==> src/rtl/if_fetch_unit.sv <==
// Instruction fetch front end: credit-limited request issue, in-order response
// address tracking, branch-squash of in-flight words and a prefetch FIFO.

module if_fetch_unit_chk #(
  parameter int OW = 2
) (
  input logic          clk,
  input logic          rst,
  input logic          imem_rvalid,
  input logic [OW-1:0] outst
);

  // A response with nothing outstanding is a memory protocol violation.
  a_no_orphan_rvalid: assert property (@(posedge clk) disable iff (!rst)
    imem_rvalid |-> (outst != {OW{1'b0}}));

endmodule

module if_fetch_unit #(
  parameter logic [31:0] RESET_PC   = 32'h0000_0000,
  parameter int          FIFO_DEPTH = 2,
  parameter int          MAX_OUTST  = 2
) (
  input  logic        clk,
  input  logic        rst,
  input  logic        freeze,
  input  logic        branch_taken,
  input  logic [31:0] branch_addr,
  output logic        imem_req,
  output logic [31:0] imem_addr,
  input  logic        imem_gnt,
  input  logic        imem_rvalid,
  input  logic [31:0] imem_rdata,
  output logic        if_valid,
  output logic [31:0] if_pc,
  output logic [31:0] if_instr
);

  localparam int PW = $clog2(FIFO_DEPTH);
  localparam int CW = $clog2(FIFO_DEPTH + 1);
  localparam int OW = $clog2(MAX_OUTST + 1);
  localparam int AW = (MAX_OUTST > 1) ? $clog2(MAX_OUTST) : 1;

  logic [31:0]   fetch_pc_q, fetch_pc_d;
  logic [OW-1:0] outst_q, outst_d;
  logic [OW-1:0] drop_q, drop_d;
  logic [CW-1:0] cnt_q, cnt_d;
  logic [PW-1:0] rd_ptr_q, rd_ptr_d;
  logic [PW-1:0] wr_ptr_q, wr_ptr_d;
  logic [AW-1:0] aq_rd_q, aq_rd_d;
  logic [AW-1:0] aq_wr_q, aq_wr_d;
  logic [31:0]   fifo_pc_q    [FIFO_DEPTH];
  logic [31:0]   fifo_instr_q [FIFO_DEPTH];
  logic [31:0]   aq_q         [MAX_OUTST];

  logic [31:0] in_use_s;
  logic        credit_s;
  logic        req_fire_s;
  logic        resp_fire_s;
  logic        keep_s;
  logic        pop_s;
  logic [31:0] resp_pc_s;

  // Dropped in-flight words still occupy a credit until their response lands.
  assign in_use_s    = 32'(outst_q) + 32'(cnt_q);
  assign credit_s    = (in_use_s < 32'(FIFO_DEPTH)) && (32'(outst_q) < 32'(MAX_OUTST))
                       && !branch_taken;
  assign imem_req    = rst && credit_s;
  assign imem_addr   = fetch_pc_q;
  assign req_fire_s  = imem_req && imem_gnt;
  assign resp_fire_s = imem_rvalid && (outst_q != {OW{1'b0}});
  assign keep_s      = resp_fire_s && (drop_q == {OW{1'b0}}) && !branch_taken;
  assign pop_s       = (cnt_q != {CW{1'b0}}) && !freeze && !branch_taken;
  assign resp_pc_s   = aq_q[aq_rd_q] + 32'd4;

  assign if_valid = (cnt_q != {CW{1'b0}});
  assign if_pc    = if_valid ? fifo_pc_q[rd_ptr_q]    : 32'h0000_0000;
  assign if_instr = if_valid ? fifo_instr_q[rd_ptr_q] : 32'h0000_0000;

  // Next-state for PC, credit counters and queue pointers.
  always_comb begin
    fetch_pc_d = fetch_pc_q;
    outst_d    = outst_q;
    drop_d     = drop_q;
    cnt_d      = cnt_q;
    rd_ptr_d   = rd_ptr_q;
    wr_ptr_d   = wr_ptr_q;
    aq_rd_d    = aq_rd_q;
    aq_wr_d    = aq_wr_q;

    if (branch_taken) begin
      fetch_pc_d = branch_addr;
    end else if (req_fire_s) begin
      fetch_pc_d = fetch_pc_q + 32'd4;
    end else begin
      fetch_pc_d = fetch_pc_q;
    end

    case ({req_fire_s, resp_fire_s})
      2'b10:   outst_d = outst_q + OW'(1);
      2'b01:   outst_d = outst_q - OW'(1);
      default: outst_d = outst_q;
    endcase

    // On redirect every word still in flight after this cycle is squashed.
    if (branch_taken) begin
      drop_d = resp_fire_s ? (outst_q - OW'(1)) : outst_q;
    end else if (resp_fire_s && (drop_q != {OW{1'b0}})) begin
      drop_d = drop_q - OW'(1);
    end else begin
      drop_d = drop_q;
    end

    if (branch_taken) begin
      cnt_d    = {CW{1'b0}};
      rd_ptr_d = {PW{1'b0}};
      wr_ptr_d = {PW{1'b0}};
    end else begin
      case ({keep_s, pop_s})
        2'b10:   cnt_d = cnt_q + CW'(1);
        2'b01:   cnt_d = cnt_q - CW'(1);
        default: cnt_d = cnt_q;
      endcase
      rd_ptr_d = pop_s  ? (rd_ptr_q + PW'(1)) : rd_ptr_q;
      wr_ptr_d = keep_s ? (wr_ptr_q + PW'(1)) : wr_ptr_q;
    end

    if (req_fire_s) begin
      aq_wr_d = (aq_wr_q == AW'(MAX_OUTST - 1)) ? {AW{1'b0}} : (aq_wr_q + AW'(1));
    end else begin
      aq_wr_d = aq_wr_q;
    end
    if (resp_fire_s) begin
      aq_rd_d = (aq_rd_q == AW'(MAX_OUTST - 1)) ? {AW{1'b0}} : (aq_rd_q + AW'(1));
    end else begin
      aq_rd_d = aq_rd_q;
    end
  end

  // Control state registers.
  always_ff @(posedge clk or negedge rst) begin
    if (!rst) begin
      fetch_pc_q <= RESET_PC;
      outst_q    <= {OW{1'b0}};
      drop_q     <= {OW{1'b0}};
      cnt_q      <= {CW{1'b0}};
      rd_ptr_q   <= {PW{1'b0}};
      wr_ptr_q   <= {PW{1'b0}};
      aq_rd_q    <= {AW{1'b0}};
      aq_wr_q    <= {AW{1'b0}};
    end else begin
      fetch_pc_q <= fetch_pc_d;
      outst_q    <= outst_d;
      drop_q     <= drop_d;
      cnt_q      <= cnt_d;
      rd_ptr_q   <= rd_ptr_d;
      wr_ptr_q   <= wr_ptr_d;
      aq_rd_q    <= aq_rd_d;
      aq_wr_q    <= aq_wr_d;
    end
  end

  // Prefetch FIFO storage; head becomes visible the cycle after the response.
  always_ff @(posedge clk or negedge rst) begin
    if (!rst) begin
      for (int i = 0; i < FIFO_DEPTH; i++) begin
        fifo_pc_q[i]    <= 32'h0000_0000;
        fifo_instr_q[i] <= 32'h0000_0000;
      end
    end else if (keep_s) begin
      fifo_pc_q[wr_ptr_q]    <= resp_pc_s;
      fifo_instr_q[wr_ptr_q] <= imem_rdata;
    end
  end

  // Request-address queue pairing each in-order response with its address.
  always_ff @(posedge clk or negedge rst) begin
    if (!rst) begin
      for (int i = 0; i < MAX_OUTST; i++) begin
        aq_q[i] <= 32'h0000_0000;
      end
    end else if (req_fire_s) begin
      aq_q[aq_wr_q] <= fetch_pc_q;
    end
  end

  if_fetch_unit_chk #(.OW(OW)) u_chk (
    .clk         (clk),
    .rst         (rst),
    .imem_rvalid (imem_rvalid),
    .outst       (outst_q)
  );

endmodule

==> config.mk <==
export PLATFORM = sky130hd
export DESIGN_NAME = if_fetch_unit
export DESIGN_NICKNAME = d
export VERILOG_FILES = /design/src/rtl/if_fetch_unit.sv
export SDC_FILE = /design/constraint.sdc
export NUM_CORES = 1
export LEC_CHECK = 0
export CAP_MARGIN = 40
export CORE_MARGIN = 2
export CORE_UTILIZATION = 35
export DETAILED_ROUTE_END_ITERATION = 10
export MAX_ROUTING_LAYER = met4
export PLACE_DENSITY = 0.61
export SETUP_SLACK_MARGIN = 0.02
export SLEW_MARGIN = 10
export SYNTH_ARGS = -nofsm -noshare
export SYNTH_HDL_FRONTEND = slang
export SYNTH_SLANG_ARGS = --single-unit
==> constraint.sdc <==
create_clock -name clk -period 3.65 [get_ports clk]
set_input_delay 0.365 -clock clk [delete_from_list [all_inputs] [get_ports clk]]
set_output_delay 0.365 -clock clk [all_outputs]
set_load 0.02 [all_outputs]
# == Yosys cells after proc, flatten, opt, wreduce, memory -nomap -nowiden ==
# Cells that the tools add are included.
# classes
add_sub_neg,12
order_cmp,8
n_eq_ne,4
mux,32
bitwise_logic,4
reduce_logical,24
# op_table
cell,n
2-to-1 mux 32 bit,15
bitwise mux 64 bit,3
"adder 32 x 3 -> 32 bit, second input constant",2
demux 32 bit (select 1 bit),2
nonzero test 2 bit,8
logical AND 1 bit,12
"greater-or-equal comparator 2 bit, second input constant",4
2-to-1 mux 2 bit,4
inverter 1 -> 2 bit,4
case mux 2 bit (2 select lines),2
2-to-1 mux 1 bit,6
"subtractor 2 x 1 -> 2 bit, second input constant",3
"adder 1 bit, second input constant",4
"adder 2 x 1 -> 2 bit, second input constant",2
"equality test 2 x 1 -> 1 bit, second input constant",2
"equality test 2 bit, second input constant",2
"less-than comparator 2 x 1 -> 1 bit, second input constant",2
adder 2 x 2 -> 3 bit,1
"less-than comparator 3 x 2 -> 1 bit, second input constant",1
nonzero test 3 bit,1
logical NOT 1 bit,2
logical NOT 2 bit,1
"less-than comparator 2 bit, second input constant",1
# word_totals
ff_bits,234
in_bits,70
wordCells,98

# == Depth between registers and ports, before layout ==
# Gate-level depths: netlist (run 1).
# logic_depth
word_depth,8
ltp_mapped,12
ltp_nobuf,8

# == Least setup slack after synthesis (run 1) ==
# Ideal clock, no wire load.
# synth_timing
path_type,register to register
from,register aq_rd_q
to,register fifo_pc_q[22] in the netlist's numbering
setup_ns,0.069
arrival_ns,2.676
required_time_ns,3.581
slack_ns,0.905
stages_incl_launch_ff,13
path_buffers,5
period_less_slack_ns,2.745
path_cell_list,dfrtp_1 buf_6 buf_6 buf_2 buf_2 buf_2 mux2_2 ha_1 inv_1 a21oi_1 nand3_1 or4_1 nand3_1
# synth_via
elab_chain_cells,6
# synth_lines
element,line_no,rtl
from (decl),50,"logic [AW-1:0] aq_rd_q, aq_rd_d;"
from (signal assigned),149,aq_rd_q <= {AW{1'b0}};
from (signal assigned),158,aq_rd_q <= aq_rd_d;
inverter 1 -> 2 bit (implied by the code),74,assign resp_pc_s = aq_q[aq_rd_q] + 32'd4;
2-to-1 mux 32 bit (implied by the code) (3 in a row),74,
adder 32 x 3 -> 32 bit,74,
bitwise mux 64 bit,171,fifo_pc_q[wr_ptr_q] <= resp_pc_s;
"to (signal, indexed assignment)",171,
to (decl),52,logic [31:0] fifo_pc_q [FIFO_DEPTH];
# Every way passes these cells. The select of a mux whose other input is x is not followed.
# A chain may end at the register's enable or synchronous reset.

# == Worst setup path after layout (run 1) ==
# layout_timing
from,register cnt_q[0]
to,output imem_req
# layout_via
elab_chain_cells,5
# layout_lines
element,line_no,rtl
from (decl),47,"logic [CW-1:0] cnt_q, cnt_d;"
from (signal assigned),146,cnt_q <= {CW{1'b0}};
from (signal assigned),155,cnt_q <= cnt_d;
adder 2 x 2 -> 3 bit,65,assign in_use_s = 32'(outst_q) + 32'(cnt_q);
less-than comparator 3 x 2 -> 1 bit,66,assign credit_s = (in_use_s < 32'(FIFO_DEPTH)) && (32'(outst_q) < 32'(MAX_OUTST))
logical AND 1 bit,66,
logical AND 1 bit,67,&& !branch_taken;
logical AND 1 bit,68,assign imem_req = rst && credit_s;
to (decl),29,"output logic imem_req,"
# Every way passes these cells.

==> reports/metrics.csv, run 1 <==
stage,metric,value,unit
final_layout,multi_input_area,5759,sq um
final_layout,insertedDiodeCount,0,
drt,drt.antenna.violating_nets,0,
die,die_width,189.0,microns
status,status,completed,
global_route,antenna_found_initial,0,
synthesis,yosys_warnings,0,
timing,fin_crit_sh,84.74,%
pwr,sequentialPowerShare,42.7,%
global_route,grt_pass1_wl,51120,microns
final_layout,final_nets,1467,
global_route,overflow,0,
critical_path,worstSetupPathType,reg2out,
pwr,p_int,6.816,mW
critical_path,worst_setup_path_end_kind,output pin,
final_layout,drive_above_1_share,12.07,%
synthesis,syn-cell-area,11980,sq um
timing,period_minus_slack,3093,ps
synthesis,synth_top_cell_by_area,dfrtp_1,
synthesis,async_flop_share,100.0,%
synthesis,synth_commonest_cells,"316 x nand2_1, 234 x dfrtp_1, 93 x nor2_1",
critical_path,reg2reg_depth,8,
drt,wl,31490,microns
timing,rsz0062_at_grt,false,
timing,tns,0,ps
final_layout,fillers,3163,
min_path,hold_start,branch_taken,
min_path,min_path_cells,2,
synthesis,yosys_most_used_dff,dfrtp_1,
critical_path,critical_path_required,3280,ps
synthesis,yosysMostFrequentCell,nand2_1,
critical_path,critPathArrivalTime,2730,ps
cts,cts_resized,0,
final_layout,stdcell_count,1857,
cts,cts-buffers-inserted,28,
cts,cts_root_buf,clkbuf_16,
cts,clock_latency,540,ps
placement,dp_cells,1808,
drt,vias,9661,
critical_path,worstSetupStartpoint,cnt_q[0],
timing,finalSetupViolCount,0,
synthesis,yosys.area.top_type_share,48.89,%
synthesis,ys_ff_latch,234,
drt,drc,0,
pwr,power_density,687.4,nW/um^2
drt,drtIter0Drc,582,
drt,drt_first_pass_iters,5,
die,die_y,189.0,microns
timing,finalHoldViolCount,0,
synthesis,yosys.cell_types.count,60,
cts,h-tree-depth,1,
critical_path,startpoint_type,register,
pwr,clkPwrFrac,26.6,%
placement,place_area,14150,sq um
cts,clockBufferDepth,3,
pwr,peakVddDrop,0.3949,mV
global_route,grt_usage,18.01,%
drt,viasPerCell,5.202,
final_layout,design_area,15090,sq um
cts,clock-sinks,234,
cts,cts_tree,built,
placement,place_congestion,0.8329,
pwr,power.leakage,6.445,nW
timing,worst_slack,557.1,ps
synthesis,netlist_top_cells_area,"dfrtp_1 49%, nand2_1 9.9%, mux2_2 8.4%, mux2i_1 7.6%, nor2_1 2.9%",
timing,max_freq,0.3233,GHz
die,die-area,35710,sq um
timing,fin_skew,16.51,ps
synthesis,yosysSeqAreaShare,48.89,%
pwr,power.switching,3.558,mW
placement,numPortBuffers,167,
die,core,33620,sq um
synthesis,synth_nets,1322,
global_route,first_global_vias,9529,
placement,dp_slack,774.3,ps
die,io-pin-count,168,
final_layout,regArea,5861,sq um
timing,drv_slew,0,
global_route,grt_max_degree,139,
die,rows,67,
synthesis,syn_area_per_cell,9.612,sq um
pwr,swShare,34.30,%
run,cap_viol_max_count,0,
die,initial_core_util,35.63,%
cts,path_clk_slew,60,ps
critical_path,r2r-start,cnt_q[0],
timing,slew_headroom,38.58,%
synthesis,netlist_instances,1246,
final_layout,area_growth,26.01,%
drt,routedWlPerCell,16.96,microns
pwr,power_frac_comb,30.6,%
timing,worst_slew_pin_slew,917.9,ps
final_layout,fin_util,44.90,%
min_path,hold_path_class,in2reg,
placement,hpwlAfterDp,21140,microns
synthesis,synth-edff-count,0,
critical_path,cp_max_fo,6,
-- placed cells by master (no fill, tap or decap), types with 7 or more instances in the layout --
cell type / instances
xnor2_1: 10
clkbuf_16: 29
a221o_1: 7
nor4_1: 7
o311ai_0: 16
xor2_1: 16
nand4b_1: 8
a21oi_1: 19
buf_4: 17
a31oi_1: 7
clkbuf_8: 7
mux2i_1: 91
mux2_2: 89
nand3_1: 44
dfrtp_1: 232
nor3_1: 10
inv_1: 15
nand4_1: 26
clkdlybuf4s50_1: 165
nor2_1: 91
o31ai_1: 11
nand3b_1: 11
nand2_1: 316
o211ai_1: 9
o21ai_0: 51
-- area by class of cell --
class,count,share of cell area [%]
Clock inverter,6,0.5472
Multi-Input combinational cell,921,38.16
Clock buffer,42,5.596
Inverter,16,0.3979
Timing Repair Buffer,190,12.75
Tap cell,448,3.714
Sequential cell,234,38.83
-- registers in the layout (all words and copies together) (netlist names), 2 cells and up --
| signal | cells |
|---|---|
| fifo_instr_q | 64 |
| aq_q | 64 |
| imem_addr | 32 |
| outst_q | 2 |
| fifo_pc_q | 64 |
| cnt_q | 2 |
| drop_q | 2 |
-- worst max-delay path, stage by stage, from the launching register on --
cell and delay, ps:
dfrtp_1 460, and2_1 190, fa_1 430, nor4_1 320
and2_1 200, clkdlybuf4s50_1 610
-- what timing repair did --
action / in CTS / in global routing
hold endpoints to repair: 28 / 0
hold buffers: 1 / 0
buffers inserted: 0 / 0
-- per-layer routing --
metal	GRT usage, %	up-vias	part of all wire (%)
met5	-	-	0
met3	2.020	44	5.1
met1	26.78	4654	50
met4	3.756	0	1.6
li1	-	4646	-
met2	26.42	317	43
-- through the flow --
step	power [mW]	hold slack, ps
global route	11.08	160.8
finish	10.37	143.1
detailed placement	7.672	256.2
CTS	10.48	130.2
global placement	7.524	250.5
floorplan	6.529	69.41
-- path summary, 6_finish.rpt --
path | end | slack [ps]
setup / recovery | imem_req | 560
hold / removal | rd_ptr_q | 140
setup reg to reg | aq_q[62] | 770
hold reg to reg | fifo_instr_q[23] | 470
max in group asynchronous | aq_rd_q | 2160
min in group asynchronous | fifo_instr_q[17] | 310
-- logic make-up after synthesis --
| kind of cell | count (synthesis) | share of synthesized area, % |
|---|---|---|
| flops | 234 | 48.89 |
| compound gates | 155 | 8.901 |
| fa+ha+maj | 6 | 0.6895 |
| xor+xnor | 26 | 1.901 |
| mux | 180 | 15.97 |
| buf+inv | 91 | 3.197 |
| simple gates | 554 | 20.45 |
-- power by group through the flow --
stage                     Sequential (mW)  Combinational (mW)  Clock, mW
after global routing                 4.59                3.55       2.94
final                                4.43                3.18       2.76
after floorplan                      4.21                2.32          0
after detailed placement             4.48                3.20          0
after global placement               4.45                3.08          0
after CTS                            4.43                3.22       2.84
Power figures use the tool's default switching activity.
==> run 2: changes to the inputs <==
--- a/config.mk
+++ b/config.mk
@@ -10,7 +10,7 @@
 export CORE_UTILIZATION = 35
 export DETAILED_ROUTE_END_ITERATION = 10
 export MAX_ROUTING_LAYER = met4
-export PLACE_DENSITY = 0.61
+export PLACE_DENSITY = 0.63
 export SETUP_SLACK_MARGIN = 0.02
 export SLEW_MARGIN = 10
 export SYNTH_ARGS = -nofsm -noshare
==> constraint.sdc (replaced) <==
create_clock -name clk -period 2.6 [get_ports clk]
set_input_delay 0.26 -clock clk [delete_from_list [all_inputs] [get_ports clk]]
set_output_delay 0.26 -clock clk [all_outputs]
set_load 0.02 [all_outputs]
==> run 2 against run 1 <==
Compared with the run above:
- die area did not move
- combinational power rose by 48%
- sequential cell count is the same
- design area increased by 2.3%
- sequential share of layout area decreased by 0.89 points
- routed wire length is essentially flat
- hold slack got worse by 76 ps
- via count grew 0.99%
- critical path type unchanged
- largest power group unchanged
==> reports/metrics.csv, run 2 (synthesis results as in run 1) <==
stage,metric,value,unit,change
final_layout,insertedDiodeCount,0,,unchanged
global_route,antenna_found_initial,0,,unchanged
timing,finalHoldViolCount,0,,unchanged
final_layout,reg.largest.list,"aq_q (64), fifo_instr_q (64), fifo_pc_q (64)",,unchanged
placement,dp_slack,90.78,ps,was 774.3 ps
cts,clock-sinks,234,,unchanged
critical_path,critPathSlowestCell,clkdlybuf4s50_1,,unchanged
timing,slew_headroom,32.08,%,was 38.58%
global_route,first_global_vias,9521,,was 9529
drt,vias,9757,,was 9661
pwr,power.leakage,6.658,nW,was 6.445 nW
cts,cts_tree,built,,unchanged
critical_path,critical_path_required,2340,ps,was 3280 ps
global_route,grt_max_degree,178,,was 139
cts,cts-buffers-inserted,27,,was 28
drt,drc,0,,unchanged
pwr,peakVddDrop,0.6170,mV,was 0.3949 mV
die,die_width,189.0,microns,unchanged
critical_path,path_cells,buf_8 > mux2i_1 > nor2_1 > clkdlybuf4s50_1,,was and2_1 > fa_1 > nor4_1 > and2_1 > clkdlybuf4s50_1
cts,clock_latency,540,ps,about the same
critical_path,critPathArrivalTime,2240,ps,was 2730 ps
timing,tns,0,ps,unchanged
drt,drt_first_pass_iters,5,,unchanged
drt,wl,31500,microns,was 31490 microns
timing,fin_skew,14.39,ps,was 16.51 ps
final_layout,final_nets,1497,,was 1467
placement,numPortBuffers,167,,unchanged
run,cap_viol_max_count,0,,unchanged
cts,h-tree-depth,1,,unchanged
status,status,completed,,unchanged
die,io-pin-count,168,,unchanged
final_layout,area_growth,28.96,%,was 26.01%
final_layout,final_common_cell,nand2_1,,unchanged
drt,drtIter0Drc,579,,was 582
placement,hpwlAfterDp,21680,microns,was 21140 microns
pwr,p_int,9.731,mW,was 6.816 mW
die,core,33620,sq um,unchanged
timing,worst_slew_pin_slew,1019,ps,was 917.9 ps
die,die-area,35710,sq um,unchanged
timing,drv_slew,0,,unchanged
placement,dp_cells,1833,,was 1808
placement,place_congestion,0.8614,,was 0.8329
pwr,swShare,34.20,%,was 34.30%
cts,path_clk_slew,60,ps,about the same
min_path,hold_path_class,in2reg,,unchanged
pwr,clkPwrFrac,26.4,%,was 26.6%
timing,finalSetupViolCount,0,,unchanged
final_layout,stdcell_count,1887,,was 1857
timing,max_freq,0.4002,GHz,
global_route,grt_usage,18.16,%,was 18.01%
pwr,power,14.79,mW,was 10.37 mW
critical_path,path_delay_family,buffers and inverters,,was simple AND/OR/NAND/NOR gates
timing,rsz0062_at_grt,false,,unchanged
final_layout,fillers,3180,,was 3163
pwr,sequentialPowerShare,41.8,%,was 42.7%
pwr,power_frac_comb,31.8,%,was 30.6%
drt,drt.antenna.violating_nets,0,,unchanged
drt,routedWlPerCell,16.69,microns,was 16.96 microns
critical_path,crit_buf_inv,2,,was 1
timing,period_minus_slack,2499,ps,
cts,clockBufferDepth,3,,unchanged
die,die_y,189.0,microns,unchanged
critical_path,startpoint_type,register,,unchanged
timing,worst_slack,101.3,ps,was 557.1 ps
cts,cts_root_buf,clkbuf_16,,unchanged
die,rows,67,,unchanged
die,initial_core_util,35.63,%,unchanged
critical_path,max_stage_delay,690,ps,was 610 ps
timing,fin_crit_sh,96.10,%,
global_route,overflow,0,,unchanged
global_route,grt_pass1_wl,51380,microns,was 51120 microns
pwr,power_density,957.5,nW/um^2,was 687.4 nW/um^2
drt,viasPerCell,5.171,,was 5.202
critical_path,worst_setup_path_end_kind,output pin,,unchanged
pwr,power.switching,5.057,mW,was 3.558 mW
critical_path,cp_max_fo,12,,was 6
final_layout,layout_common_cells,"316 x nand2_1, 232 x dfrtp_1, 160 x clkdlybuf4s50_1",,"was 316 x nand2_1, 232 x dfrtp_1, 165 x clkdlybuf4s50_1"
critical_path,worstSetupPathType,reg2out,,unchanged
final_layout,drive_above_1_share,14.38,%,was 12.07%
run 2: cell count changes in the layout (fill, tap and decap cells not counted), sizes merged:
cell           change
buf               +32
clkbuf             -5
clkdlybuf4s50      -5
dlygate4sd2        +3
bufinv             +2
clkinv             +1
dlymetal6s2s       +1
inv                +1
run 2: final timing paths:
| kind | from | end | slack [ps] | cells after the start |
|---|---|---|---|---|
| max in group asynchronous | rst | rd_ptr_q | 1090 | 3 |
| min in group asynchronous | rst | imem_addr[2] | 150 | 2 |
| max | rd_ptr_q | if_pc[31] | 100 | 4 |
| max reg2reg | outst_q[0] | aq_q[37] | 150 | 9 |
| min reg2reg | fifo_instr_q[26] | fifo_instr_q[26] | 470 | 2 |
| min | branch_taken | wr_ptr_q | 70 | 2 |
run 2: area by class of cell:
class / count / area, sq um / share of cell area (%)
inverters: 16 / 60.06 / 0.3889
flip-flops and latches: 234 / 5861 / 37.95
multi-input cells: 921 / 5794 / 37.52
clock inverters: 10 / 156.4 / 1.013
repair buffers: 221 / 2260 / 14.63
well taps: 448 / 560.5 / 3.629
clock buffers: 37 / 753.2 / 4.877
run 2: power groups by stage:
stage          combinational (mW)  sequential [mW]  clock, mW
3_3_place_gp                 4.57             6.19          0
4_1_cts                      4.71             6.18       4.00
5_1_grt                      5.27             6.40       4.13
3_5_place_dp                 4.67             6.26          0
6_report                     4.71             6.18       3.90
2_1_floorplan                3.29             5.91          0
run 2: timing repair:
action,4_1_cts,5_1_grt
hold endpoints to repair,57,0
gates resized for setup,7,12
gates cloned,0,0
pin swaps,2,0
hold buffers,1,0
buffers inserted,2,4
endpoints found under the setup margin,47,52
run 2: stage by stage:
step	utilization (%)	area, sq um	hold slack [ps]
after global placement	42.99	14450	133.2
after detailed placement	42.99	14450	134.7
after global routing	45.94	15440	122.2
after CTS	45.77	15380	52.75
final	45.94	15440	67.24
after floorplan	-	12000	-35.59
run 2: metal layers:
metal	wire length, microns	GRT usage (%)
met4	641	4.117
met3	1502	2.076
met1	15890	26.87
met2	13460	26.66
met5	0	-
